<file path="config.mk">
export PLATFORM = sky130hd
export DESIGN_NAME = hazard_stall_unit
export DESIGN_NICKNAME = d
export VERILOG_FILES = /design/src/rtl/hazard_stall_unit.sv
export SDC_FILE = /design/constraint.sdc
export NUM_CORES = 1
export LEC_CHECK = 0
export CORE_AREA = 5 5 109 111
export CTS_CLUSTER_DIAMETER = 50
export DETAILED_ROUTE_END_ITERATION = 7
export DIE_AREA = 0 0 114 116
export PLACE_DENSITY = 0.77
export SETUP_SLACK_MARGIN = 0.02
export SYNTH_ARGS = -nofsm -noshare
export SYNTH_HDL_FRONTEND = slang
export SYNTH_SLANG_ARGS = --single-unit
</file>
<file path="constraint.sdc">
create_clock -name clk -period 3.56 [get_ports clk]
set_input_delay 0.712 -clock clk [delete_from_list [all_inputs] [get_ports clk]]
set_output_delay 0.712 -clock clk [all_outputs]
set_load 0.05 [all_outputs]
</file>
<file path="src/rtl/hazard_stall_unit.sv">
// Pipeline interlock: load-use / branch-operand hazards and I/D-cache miss freezes.
// Latency: control outputs are combinational (0 cycles); state and counters update on clk.
// Backpressure: D-miss freezes the whole pipe, I-miss holds PC and feeds NOPs, hazards bubble ID/EX.
module hazard_stall_unit #(
  parameter int REG_ADDR = 5,
  parameter int CNT_W    = 32
) (
  input  logic                clk,
  input  logic                rst_n,
  input  logic [REG_ADDR-1:0] if_id_src1,
  input  logic [REG_ADDR-1:0] if_id_src2,
  input  logic                if_id_use_src2,
  input  logic                if_id_is_branch,
  input  logic                branch_taken,
  input  logic                id_ex_memread,
  input  logic                id_ex_regwrite,
  input  logic [REG_ADDR-1:0] id_ex_dst_reg,
  input  logic                ex_mem_memread,
  input  logic [REG_ADDR-1:0] ex_mem_dst_reg,
  input  logic                icache_ready,
  input  logic                dcache_req,
  input  logic                dcache_ready,
  input  logic                perf_clr,
  output logic                pc_write,
  output logic                if_id_write,
  output logic                if_id_flush,
  output logic                id_ex_bubble,
  output logic                pipe_write,
  output logic                mem_wb_bubble,
  output logic [CNT_W-1:0]    stall_cycles,
  output logic [CNT_W-1:0]    bubble_count,
  output logic [CNT_W-1:0]    miss_cycles
);

  typedef enum logic [1:0] {RUN = 2'd0, IMISS = 2'd1, DMISS = 2'd2} state_e;

  state_e           state_q, state_d;
  logic [CNT_W-1:0] stall_q, stall_d;
  logic [CNT_W-1:0] bubble_q, bubble_d;
  logic [CNT_W-1:0] miss_q, miss_d;
  logic             d_stall, i_stall, load_use, br_haz, miss_now;

  // True when an ID source register is produced by dst; r0 never matches.
  function automatic logic src_match(input logic [REG_ADDR-1:0] dst,
                                     input logic [REG_ADDR-1:0] s1,
                                     input logic [REG_ADDR-1:0] s2,
                                     input logic                use2);
    src_match = (dst != '0) && ((dst == s1) || (use2 && (dst == s2)));
  endfunction

  // Hazard and miss detection; a D-miss stays frozen until ready even if the request drops.
  always_comb begin
    d_stall  = !dcache_ready && (dcache_req || (state_q == DMISS));
    i_stall  = !icache_ready;
    load_use = id_ex_memread &&
               src_match(id_ex_dst_reg, if_id_src1, if_id_src2, if_id_use_src2);
    br_haz   = if_id_is_branch &&
               ((id_ex_regwrite &&
                 src_match(id_ex_dst_reg, if_id_src1, if_id_src2, if_id_use_src2)) ||
                (ex_mem_memread &&
                 src_match(ex_mem_dst_reg, if_id_src1, if_id_src2, if_id_use_src2)));
  end

  // Prioritised control outputs and next state: D-miss > I-miss > hazard > flush.
  always_comb begin
    pc_write      = 1'b0;
    if_id_write   = 1'b0;
    if_id_flush   = 1'b0;
    id_ex_bubble  = 1'b0;
    pipe_write    = 1'b0;
    mem_wb_bubble = 1'b0;
    miss_now      = 1'b0;
    state_d       = RUN;
    if (!rst_n) begin
      state_d = RUN;
    end else if (d_stall) begin
      mem_wb_bubble = 1'b1;
      miss_now      = 1'b1;
      state_d       = DMISS;
    end else if (i_stall) begin
      if_id_write = 1'b1;
      if_id_flush = 1'b1;
      pipe_write  = 1'b1;
      miss_now    = 1'b1;
      state_d     = IMISS;
    end else if (load_use || br_haz) begin
      id_ex_bubble = 1'b1;
      pipe_write   = 1'b1;
    end else begin
      pc_write    = 1'b1;
      if_id_write = 1'b1;
      pipe_write  = 1'b1;
      if_id_flush = branch_taken && if_id_is_branch;
    end
  end

  // Wrapping performance counters; a clear overrides any increment in the same cycle.
  always_comb begin
    if (perf_clr) begin
      stall_d  = '0;
      bubble_d = '0;
      miss_d   = '0;
    end else begin
      stall_d  = stall_q  + {{(CNT_W-1){1'b0}}, !pc_write};
      bubble_d = bubble_q + {{(CNT_W-1){1'b0}}, id_ex_bubble};
      miss_d   = miss_q   + {{(CNT_W-1){1'b0}}, miss_now};
    end
  end

  // State and counter registers; reset drops any pending miss.
  always_ff @(posedge clk or negedge rst_n) begin
    if (!rst_n) begin
      state_q  <= RUN;
      stall_q  <= '0;
      bubble_q <= '0;
      miss_q   <= '0;
    end else begin
      state_q  <= state_d;
      stall_q  <= stall_d;
      bubble_q <= bubble_d;
      miss_q   <= miss_d;
    end
  end

  assign stall_cycles = stall_q;
  assign bubble_count = bubble_q;
  assign miss_cycles  = miss_q;

endmodule

</file>
==> summary.md <==
| Metric | Value |
|---|---|
| DP HPWL | `9726 um` |
| CTS Root Cell | `clkbuf_8` |
| Area grow syn2layout | `39.78%` |
| Ys Warns | `0` |
| DR DRC count | `0` |
| Worst Hold Margin | `around 360 ps` |
| Post-route ant nets | `0` |
| Number of distinct library cells after synthesis | `41` |
| Cell count after synthesis | `534` |
| Cell row count | `38` |
| Commonest non-fill, non-tap cell in the layout | `clkdlybuf4s50_1` |
| Register area share after synthesis | `47.86%` |
| Worst min path class | `primary input to async pin` |
| Worst-path clk slew | `90 ps` |
| Setup violations, final | `0` |
| Count of flip-flops with a built-in enable after synthesis | `0` |
| Port buffer count | `roughly 130` |
| GPL Wtd Cong | `roughly 0.94` |
| Die Footprint | `13220 um^2` |
| Crit-path max FO | `4` |
| Largest net degree at the start of global routing | `74` |
| Worst-margin pin slew | `around 920 ps` |
| Die width | `about 110 um` |
| Relative slew slack | `approximately two fifths` |
| TritonCTS buffer count | `9` |
| Placed cells | `around 830` |
| Synth Cell Area | `about 5000 um^2` |
| First-pass GRT wire length | `between 20000 and 25000 um` |
| Routed wire per std cell | `15.93 um` |
| Syn Area/Cell | `~9.6 um^2` |
| Worst setup path class | `primary input to primary output` |
| Fin. Hold Viols | `0` |
| Leakage power | `~0.0031 uW` |
| Share of cells above drive strength 1 | `11.63%` |
| Commonest non-fill, non-tap cells in the layout | `clkdlybuf4s50_1 (117), dfrtp_1 (98), nor2_1 (88), xor2_1 (69), buf_4 (40)` |
| Fmax | `just under 0.3 GHz` |
| Synth async-reset ratio | `100.0%` |
| Mapped Nets | `572` |
| Slew Viols, Final | `0` |
| IO Count | `approximately 130` |
| Initial Utilization | `47.89%` |
| Data arrival, critical path | `2760 ps` |
| Worst skew pair latency | `360 ps` |
| Core Util, Final | `66.95%` |
| Vias | `~4.6k` |
| Clk sinks | `98` |
| Endpoint type of the worst setup path | `primary output` |
| Synth Flop Type | `dfrtp_1` |
| CTS tree | `done` |
| Pwr Density | `291.6 nW/um^2` |
| Via/cell ratio | `5.402` |
| RSZ-0062 raised after global routing | `no` |
| Initial antenna violation count | `0` |
| Final cell count without fillers | `roughly 850` |
| Status | `complete, no violations` |
| Antenna cells | `0` |
| CTS max path bufs | `2` |
| Synth Register Bits | `98` |
| Peak VDD IR | `between 0.00015 and 0.0002 V` |
| Fin nets | `738` |
| Tot GR Track Use | `20.38%` |
| Final WL | `13460 um` |
| First-pass DRT Iterations | `4` |
| Critical Path RT | `between 2000 and 3000 ps` |
| Clock Skews | `14.00 ps` |
| Overall power | `2088 uW` |
| Final period util | `97.41%` |
| Max Cap Viol | `0` |
| Detailed router's first-iteration violation count | `220` |
| Worst setup SP type | `primary input` |
| GRT overflow | `0` |
| Shortest period the worst path allows | `3468 ps` |
| Chip height | `about 120 um` |
| Core area | `between 10000 and 15000 um^2` |
| H-tree levels | `3` |
| Vias in the first global route | `between 4k and 5k` |
[per-stage QoR]
stage	TNS, ps	setup slack (ps)	area [um^2]
after global placement	-5519	-469.2	6877
after floorplan	0	25.13	5139
after global routing	0	36.25	7162
final	0	92.29	7162
after CTS	0	47.04	7108
after detailed placement	-9684	-590.8	6877
[kinds of logic after synthesis]
| logic type | count (synthesis) | synth area share (%) |
|---|---|---|
| fa+ha+maj | 6 | 1.465 |
| xor+xnor | 95 | 16.24 |
| mux | 2 | 0.4395 |
| flops | 98 | 47.86 |
| buf+inv | 25 | 2.124 |
| simple gates | 271 | 27.59 |
| compound gates | 37 | 4.274 |
[state kept, by name (all words and copies together), names as in the netlist]
register and count:
bubble_count 32, miss_cycles 32, stall_cycles 32, state_q 2
[where the power goes]
part	total, uW	internal (uW)	switching (uW)
Clock	740	363	378
Combinational	220	91.8	128
Sequential	1130	1120	8.41
[worst paths after layout]
| path | end | slack [ps] | cells after the start | from |
|---|---|---|---|---|
| worst max-delay path | if_id_flush | 90 | 8 | ex_mem_dst_reg[3] |
| worst min-delay path | miss_cycles[3] | 360 | 2 | rst_n |
| worst max register to register | bubble_count[20] | 940 | 13 | state_q[1] |
| worst min register to register | miss_cycles[26] | 570 | 2 | miss_cycles[26] |
| max in group asynchronous | bubble_count[29] | 2360 | 2 | rst_n |
| min in group clk | miss_cycles[26] | 570 | 2 | miss_cycles[26] |
[critical path, stage by stage]
cell	delay (ps)
clkdlybuf4s50_1	450
buf_4	160
or4_1	470
o211ai_1	240
o32a_1	240
buf_6	140
a41o_1	210
buf_12	150
[synth_stat cells, drive strengths merged, types with 2 or more instances]
master,number,area [um^2]
nand2,37,138.9
nand3,34,170.2
nand4,27,183.9
buf,3,16.26
ha,6,75.07
a32oi,2,17.52
and3,16,100.1
dfrtp,98,2452
mux2,2,22.52
a21oi,16,80.08
nor4,7,58.81
or3,11,68.82
clkbuf,15,66.31
and2,6,37.54
xnor2,25,219.0
xor2,70,613.1
inv,7,26.28
nor3,11,55.05
o21ai,12,60.06
nor2,89,334.1
and4,16,145.1
nor2b,9,56.30
or4,4,30.03
[per-layer routing]
layer / routed length (um) / vias up / GRT usage [%]
met5: 0 / - / 0
met4: 108 / 0 / 5.384
met3: 735 / 9 / 4.752
met2: 6888 / 118 / 35.40
met1: 5724 / 2260 / 25.70
li1: - / 2178 / -
[layout make-up]
cell class / count / area, um^2
flip-flops and latches: 98 / 2452
multi-input cells: 412 / 2626
clock inverters: 4 / 50.05
well taps: 140 / 175.2
fillers: 854 / 3536
repair buffers: 172 / 1677
inverters: 7 / 26.28
clock buffers: 12 / 155.1
[what timing repair did]
action	CTS	global route
setup endpoints to repair	5	30
gates cloned	1	0
buffers inserted	1	0
hold buffers	0	0
gates resized for setup	4	15
pin swaps	4	7
(Power assumes the default switching activity.)
